File: config.mk
export PLATFORM = sky130hd
export DESIGN_NAME = rr_arbiter8
export DESIGN_NICKNAME = d
export VERILOG_FILES = /design/src/rtl/rr_arbiter8.sv
export SDC_FILE = /design/constraint.sdc
export NUM_CORES = 1
export LEC_CHECK = 0
export ABC_CLOCK_PERIOD_IN_PS = 3920
export BUFFER_PORTS_ARGS = -buffer_cell sky130_fd_sc_hd__buf_2
export CAP_MARGIN = 25
export CORE_AREA = 3 3 88 107
export CTS_BUF_LIST = sky130_fd_sc_hd__clkbuf_16
export DETAILED_ROUTE_END_ITERATION = 12
export DIE_AREA = 0 0 91 110
export GPL_TIMING_DRIVEN = 0
export MAX_ROUTING_LAYER = met4
export PLACE_DENSITY = 0.48
export SYNTH_ARGS = -nofsm -noshare
export SYNTH_HDL_FRONTEND = slang
export SYNTH_SLANG_ARGS = --single-unit
File: constraint.sdc
create_clock -name clk -period 3.92 [get_ports clk]
set_clock_uncertainty 0.15 [all_clocks]
set_input_delay 0.392 -clock clk [delete_from_list [all_inputs] [get_ports clk]]
set_output_delay 0.392 -clock clk [all_outputs]
set_load 0.01 [all_outputs]
File: src/rtl/rr_arbiter8.sv
// rr_arbiter8 -- round-robin arbiter for one resource shared by 8 requesters.
//
// A winner keeps the grant for as long as it holds its request line. On
// release the priority pointer moves to the slot after the holder, and the
// next winner (if any) is granted on that same edge, so there is no idle
// bubble between owners.
//
// Optional build macro: ARB_TIMEOUT_EN
//   defined   : a hold counter revokes a grant after MAX_HOLD cycles and
//               pulses 'timeout' for one cycle.
//   undefined : no counter is built, timeout is tied 0 and grants are held
//               for as long as the request stays high.
//
// Ports:
//   clk      in   rising-edge clock
//   rst_n    in   asynchronous active-low reset
//   en       in   arbitration enable (blocks new grants only)
//   req[7:0] in   level-sensitive request lines, bit i = requester i
//   gnt[7:0] out  registered one-hot grant
//   gnt_idx  out  registered binary index of the holder, 0 when idle
//   gnt_vld  out  registered, equals |gnt
//   timeout  out  one-cycle pulse on a forced revoke
module rr_arbiter8 #(
    parameter int unsigned MAX_HOLD = 16
) (
    input  logic       clk,
    input  logic       rst_n,
    input  logic       en,
    input  logic [7:0] req,
    output logic [7:0] gnt,
    output logic [2:0] gnt_idx,
    output logic       gnt_vld,
    output logic       timeout
);

    typedef enum logic {IDLE, GRANT} state_t;

    state_t     state, state_d;
    logic [2:0] ptr, ptr_d;
    logic [7:0] gnt_d;
    logic [2:0] idx_d;
    logic       vld_d;
    logic       rel;       // holder gives up the resource at this edge
    logic       expire;    // hold limit reached
    logic [3:0] win;       // {found, index}
    logic [7:0] cand;

    // Rotated priority encode: first set bit of r searching p, p+1, ... p+7.
    // Scanning from the far end backwards leaves the nearest hit in res.
    function automatic logic [3:0] pick(input logic [7:0] r, input logic [2:0] p);
        logic [3:0] res;
        res = '0;
        for (int k = 7; k >= 0; k--) begin
            logic [2:0] i;
            i = p + 3'(k);
            if (r[i]) res = {1'b1, i};
        end
        return res;
    endfunction

`ifdef ARB_TIMEOUT_EN
    logic [7:0] hold_cnt;
    assign expire = (state == GRANT) && (hold_cnt == 8'(MAX_HOLD));
`else
    assign expire  = 1'b0;
    assign timeout = 1'b0;
`endif

    always_comb begin
        state_d = state;
        ptr_d   = ptr;
        gnt_d   = gnt;
        idx_d   = gnt_idx;
        vld_d   = gnt_vld;
        rel     = 1'b0;
        cand    = req;
        win     = '0;
        case (state)
            IDLE: begin
                win = pick(req, ptr);
                if (en && win[3]) begin
                    gnt_d   = 8'b1 << win[2:0];
                    idx_d   = win[2:0];
                    vld_d   = 1'b1;
                    state_d = GRANT;
                end
            end
            GRANT: begin
                rel = !req[gnt_idx] || expire;
                if (rel) begin
                    // The outgoing holder is not eligible for this round,
                    // even if it is still requesting after a revoke.
                    ptr_d = gnt_idx + 3'd1;
                    cand  = req & ~gnt;
                    win   = pick(cand, ptr_d);
                    if (en && win[3]) begin
                        gnt_d = 8'b1 << win[2:0];
                        idx_d = win[2:0];
                        vld_d = 1'b1;
                    end else begin
                        gnt_d   = '0;
                        idx_d   = '0;
                        vld_d   = 1'b0;
                        state_d = IDLE;
                    end
                end
            end
            default: state_d = IDLE;
        endcase
    end

    always_ff @(posedge clk or negedge rst_n) begin
        if (!rst_n) begin
            state   <= IDLE;
            ptr     <= '0;
            gnt     <= '0;
            gnt_idx <= '0;
            gnt_vld <= 1'b0;
        end else begin
            state   <= state_d;
            ptr     <= ptr_d;
            gnt     <= gnt_d;
            gnt_idx <= idx_d;
            gnt_vld <= vld_d;
        end
    end

`ifdef ARB_TIMEOUT_EN
    // hold_cnt = number of cycles the current holder has owned the grant,
    // 1 in the first cycle it is visible.
    always_ff @(posedge clk or negedge rst_n) begin
        if (!rst_n) begin
            hold_cnt <= '0;
            timeout  <= 1'b0;
        end else begin
            if (state_d == IDLE)
                hold_cnt <= '0;
            else if (state == IDLE || rel)
                hold_cnt <= 8'd1;
            else
                hold_cnt <= hold_cnt + 8'd1;
            // Only a revoke of a still-requesting holder is a timeout.
            timeout <= expire && req[gnt_idx];
        end
    end
`endif

endmodule

==> After elaboration in Yosys (flattened, before gate mapping) <==
Cells that the tools add are included.
{ "op_classes": {"add_sub_neg": 15, "order_cmp": 17, "eq_ne": 2, "shift": 2, "n_mux": 68, "n_bitwise": 4, "n_reduce_logical": 4} }
{ "ops": {"columns": ["operator", "n"], "rows": [
  ["$mux 4", 19],
  ["$lt 3x4->1 const B", 17],
  ["$bmux 1 s3", 17],
  ["$add 3x3->3 const B", 8],
  ["$mux 8", 3],
  ["$mux 1", 22],
  ["$pmux 8 s2", 1],
  ["$shl 1x3->8 const A", 2],
  ["$add 3x2->3 const B", 4],
  ["$add 3x1->3 const B", 3],
  ["$mux 3", 3],
  ["$and 8x8->8", 1],
  ["$not 8->8", 1],
  ["$pmux 3 s2", 1],
  ["$ne 2x2->1 const B", 2],
  ["$pmux 1 s2", 2],
  ["$reduce_and 2->1", 2],
  ["$logic_and 1x1->1", 2],
  ["$not 1->1", 2]
]} }
{ "word_totals": {"regBits": 16, "inputBits": 11, "out_inout_bits": 13, "elab_cells": 117} }

==> Logic depth before layout (Yosys ltp) <==
{ "depth": {"word_depth": 18, "mapped_depth": 13, "ltp_nobuf": 10} }

==> Least setup slack after synthesis <==
No wires, ideal clock.
{ "synth_timing": {"kind": "reg-to-reg", "from": "register ptr[1]", "to": "register gnt[1]", "setup_ps": 126, "t_arrival_ps": 3115, "t_required_ps": 3644, "slack_ps": 529, "stages_incl_launch_ff": 14, "path_buffers": 3, "period_less_slack_ps": 3391, "path_cell_list": "dfrtp_1 -> clkbuf_1 -> buf_2 -> inv_1 -> ha_1 -> clkbuf_1 -> mux4_2 -> mux2_2 -> or3_1 -> a31oi_1 -> a31oi_1 -> inv_1 -> nor3_1 -> a221o_1"} }
{ "synth_between": {"elab_chain_len": 15, "word_cells_on_any_way": 38, "cone_classes": "add/sub: 7; eq/ne: 1; shift: 1; mux: 27; reduce/logical: 2"} }
{ "synth_lines": {"columns": ["element", "line", "rtl"], "rows": [
  ["start: declaration", "39", "logic [2:0] ptr, ptr_d;"],
  ["start signal: assignment", "121", "ptr <= ptr_d;"],
  ["$add 3x3->3", "55", "i = p + 3'(k);"],
  ["$bmux 1 s3", "56", "if (r[i]) res = {1'b1, i};"],
  ["$mux 1 (implied by the code)", "56", null],
  ["$mux 4 (7 in a row)", "56", null],
  ["$mux 4 *", "56", null],
  ["$mux 4 *", "78", "case (state)"],
  ["$shl 1x3->8 / $logic_and 1x1->1 (equally long branches)", "82, 81", null],
  ["$mux 8 / $ne 2x2->1 (equally long branches)", null, null],
  ["$pmux 8 s2 / $reduce_and 2->1 (equally long branches)", null, null],
  ["end signal: assignment", "122", "gnt <= gnt_d;"],
  ["end: declaration", "30", "output logic [7:0] gnt,"]
]} }
Every way passes the cells marked *; elsewhere a longest branch is shown, timed or not. The select of a mux whose other input is x is not followed.
A chain may end at the register's enable or synchronous reset.

==> Worst setup path in the final report <==
Ends and elaborated chain as after synthesis.

==> results.ini <==
[route]
viasPerCell=5.800
ant_nets=0
detail_route.wirelength_um=8114
wire_per_inst_um=18.70
drt_iter0_drc=138
dr.pass1.iters=4
drc_errors=0
route.vias.total=2517

[cts]
cts.sink_count=16
clk_pin_slew_ns=0.05
cts_tree=done
cts_buffers=3
clk_path_buf_depth=2
cts_max_level=1
clock-root-buffer=clkbuf_16
cts_setup_buffers=0
clk_latency_ns=0.24

[hold_path]
min_from=gnt_vld
hp-class=flip-flop to flip-flop
whs_path_depth=1
holdPathEnd=gnt_vld

[setup_path]
start_kind=flip-flop
worstPathMaxFanout=10
critPathKind=flip-flop to flip-flop
reg2regPathDepth=12
crit_required_ns=3.89
rrSetupSlack_ns=0.24
crit_arrival_ns=3.65
timing.rr.end=gnt[1]
crit-reg2reg-launch=ptr[1]
crit_start=ptr[1]
cp-end-kind=flip-flop

[final_layout]
fillers=941
post-route-cell-area_um2=2883
drive_above_1_share_pct=23.66
diodes=0
fin_util_pct=33.84
layout.nets=334
area_growth_pct=14.63

[floorplanning]
die_x_um=91
fp-row-count=37
die_y_um=110
coreArea_um2=8518
io_pins=24
initial_utilization_pct=29.52
die-area_um2=10010

[timing]
min_period_over_period_pct=93.81
drv_slew=0
setup_viol=0
tightest_slew_ns=0.6700
rsz0062_at_grt=no
hold_violations=0
setup_ws_ns=0.2428
hold_ws_ns=0.3465
min_period_ns=3.677
relSlewSlack_pct=54.86
fmax_mhz=271.9

[yosys]
synth_ff_type=dfrtp_1
synth.avg_cell_area_um2=8.613
synth_top_area_cell=mux4_2
synth_nets=307
ys_ff_latch=16
synth_common_cells=22 x nand2_1, 20 x mux4_2, 16 x dfrtp_1
synthCells=292
ys.warnings.count=0
synthArstFlopShare_pct=100.0
synth_top_cell_area_share_pct=17.91
synth.area.top_cells=mux4_2 18%, dfrtp_1 16%, a221o_1 4.4%
synth_edf_count=0
yosysUniqueCellTypes=65
seq_area_frac_synth_pct=15.92
synth_area_um2=2515
yosysMostFrequentCell=nand2_1

[placed_design]
pre_cts_slack_ns=-0.1591
gp_congestion=0.8920
place_hpwl_um=6409
placed_area_um2=2771
io_buffer_count=22

[global_route]
grt_pass1_wl_um=13140
grt_remaining_overflow=0
grt_pass1_vias=2501
grt_max_degree=17
grt_util_all_layers_pct=16.78
antenna_found_initial=0

[run_status]
status=finished clean

[run]
cap_violations=0

stage by stage:
step | TNS [ns] | instances
CTS | 0 | 434
global placement | -0.5624 | 431
detailed placement | -0.7459 | 431
finish | 0 | 434
floorplan | 0 | 292
global route | 0 | 434
worst max-delay path by stage:
stage	to	slack, ns	depth (start not counted)
floorplan	gnt[1]	0.53	13
global placement	gnt[0]	-0.13	13
detailed placement	gnt[0]	-0.16	13
CTS	gnt[4]	0.09	11
global route	gnt[0]	0.001	12
finish	gnt[1]	0.24	12
routing by layer:
layer	global-route usage (%)	vias to the layer above	share of wire, %
met5	-	-	0
met4	5.927	0	2.2
met3	1.086	12	2.2
met2	30.35	51	53
met1	19.90	1264	43
li1	-	1190	-
cell type report:
cell class	instances	area (um2)	share of cell area, %
Buffer	18	92.59	3.212
Inverter	11	41.29	1.432
Tap cell	117	146.4	5.078
Clock buffer	3	75.07	2.604
Multi-Input combinational cell	246	2007	69.62
Timing Repair Buffer	23	120.1	4.167
Sequential cell	16	400.4	13.89
flip-flops by register name (all words and copies together) (netlist names):
| register | flops |
|---|---|
| state | 1 |
| gnt_idx | 3 |
| ptr | 3 |
| gnt_vld | 1 |
| gnt | 8 |
timing repair:
item	in CTS	in global routing
hold buffers	1	0
gates resized for setup	1	7
setup endpoints to repair	8	11
hold endpoints to repair	16	0
worst max-delay path, cell delays in order, from the launching register on:
cell and delay (ns):
dfrtp_1 0.34, clkbuf_1 0.25, clkbuf_4 0.30, inv_1 0.09, ha_2 0.47, mux4_2 0.43
mux2_2 0.35, nor2b_1 0.14, a311oi_1 0.36, a31oi_4 0.20, inv_1 0.15, nor3_1 0.07
a221o_1 0.26
cell families (layout without fill, tap and decap cells):
kind of cell             Yosys count  after routing  synth area share, %
flip-flops                        16             16                15.92
buffers and inverters             30             55                5.323
AO/OA/AOI/OAI                     90             90                26.57
other                              1              1               0.1491
adder cells (fa/ha/maj)            4              4                1.990
AND/OR/NAND/NOR                  109            109                23.43
multiplexers                      33             33                23.48
XOR/XNOR                           9              9                3.134
cells in the final DEF, fill, tap and decap left out, types with 5 or more instances in the layout:
cell      instances
nand3_1          10
a221o_1          11
inv_1            10
nor3_1           14
nor2_1           13
a21oi_1          13
mux2i_1           6
dfrtp_1          16
and2_1            6
o21ai_0          13
nor2b_1          12
mux2_2            5
a22oi_1           7
clkbuf_1          7
or2_2             5
buf_2            25
nand2_1          22
xnor2_1           5
mux4_2           20
nand2b_1         11
Power is left out: the tool's default activity adds up to more than one toggle a clock period on the data nets, which glitch-free logic cannot reach.
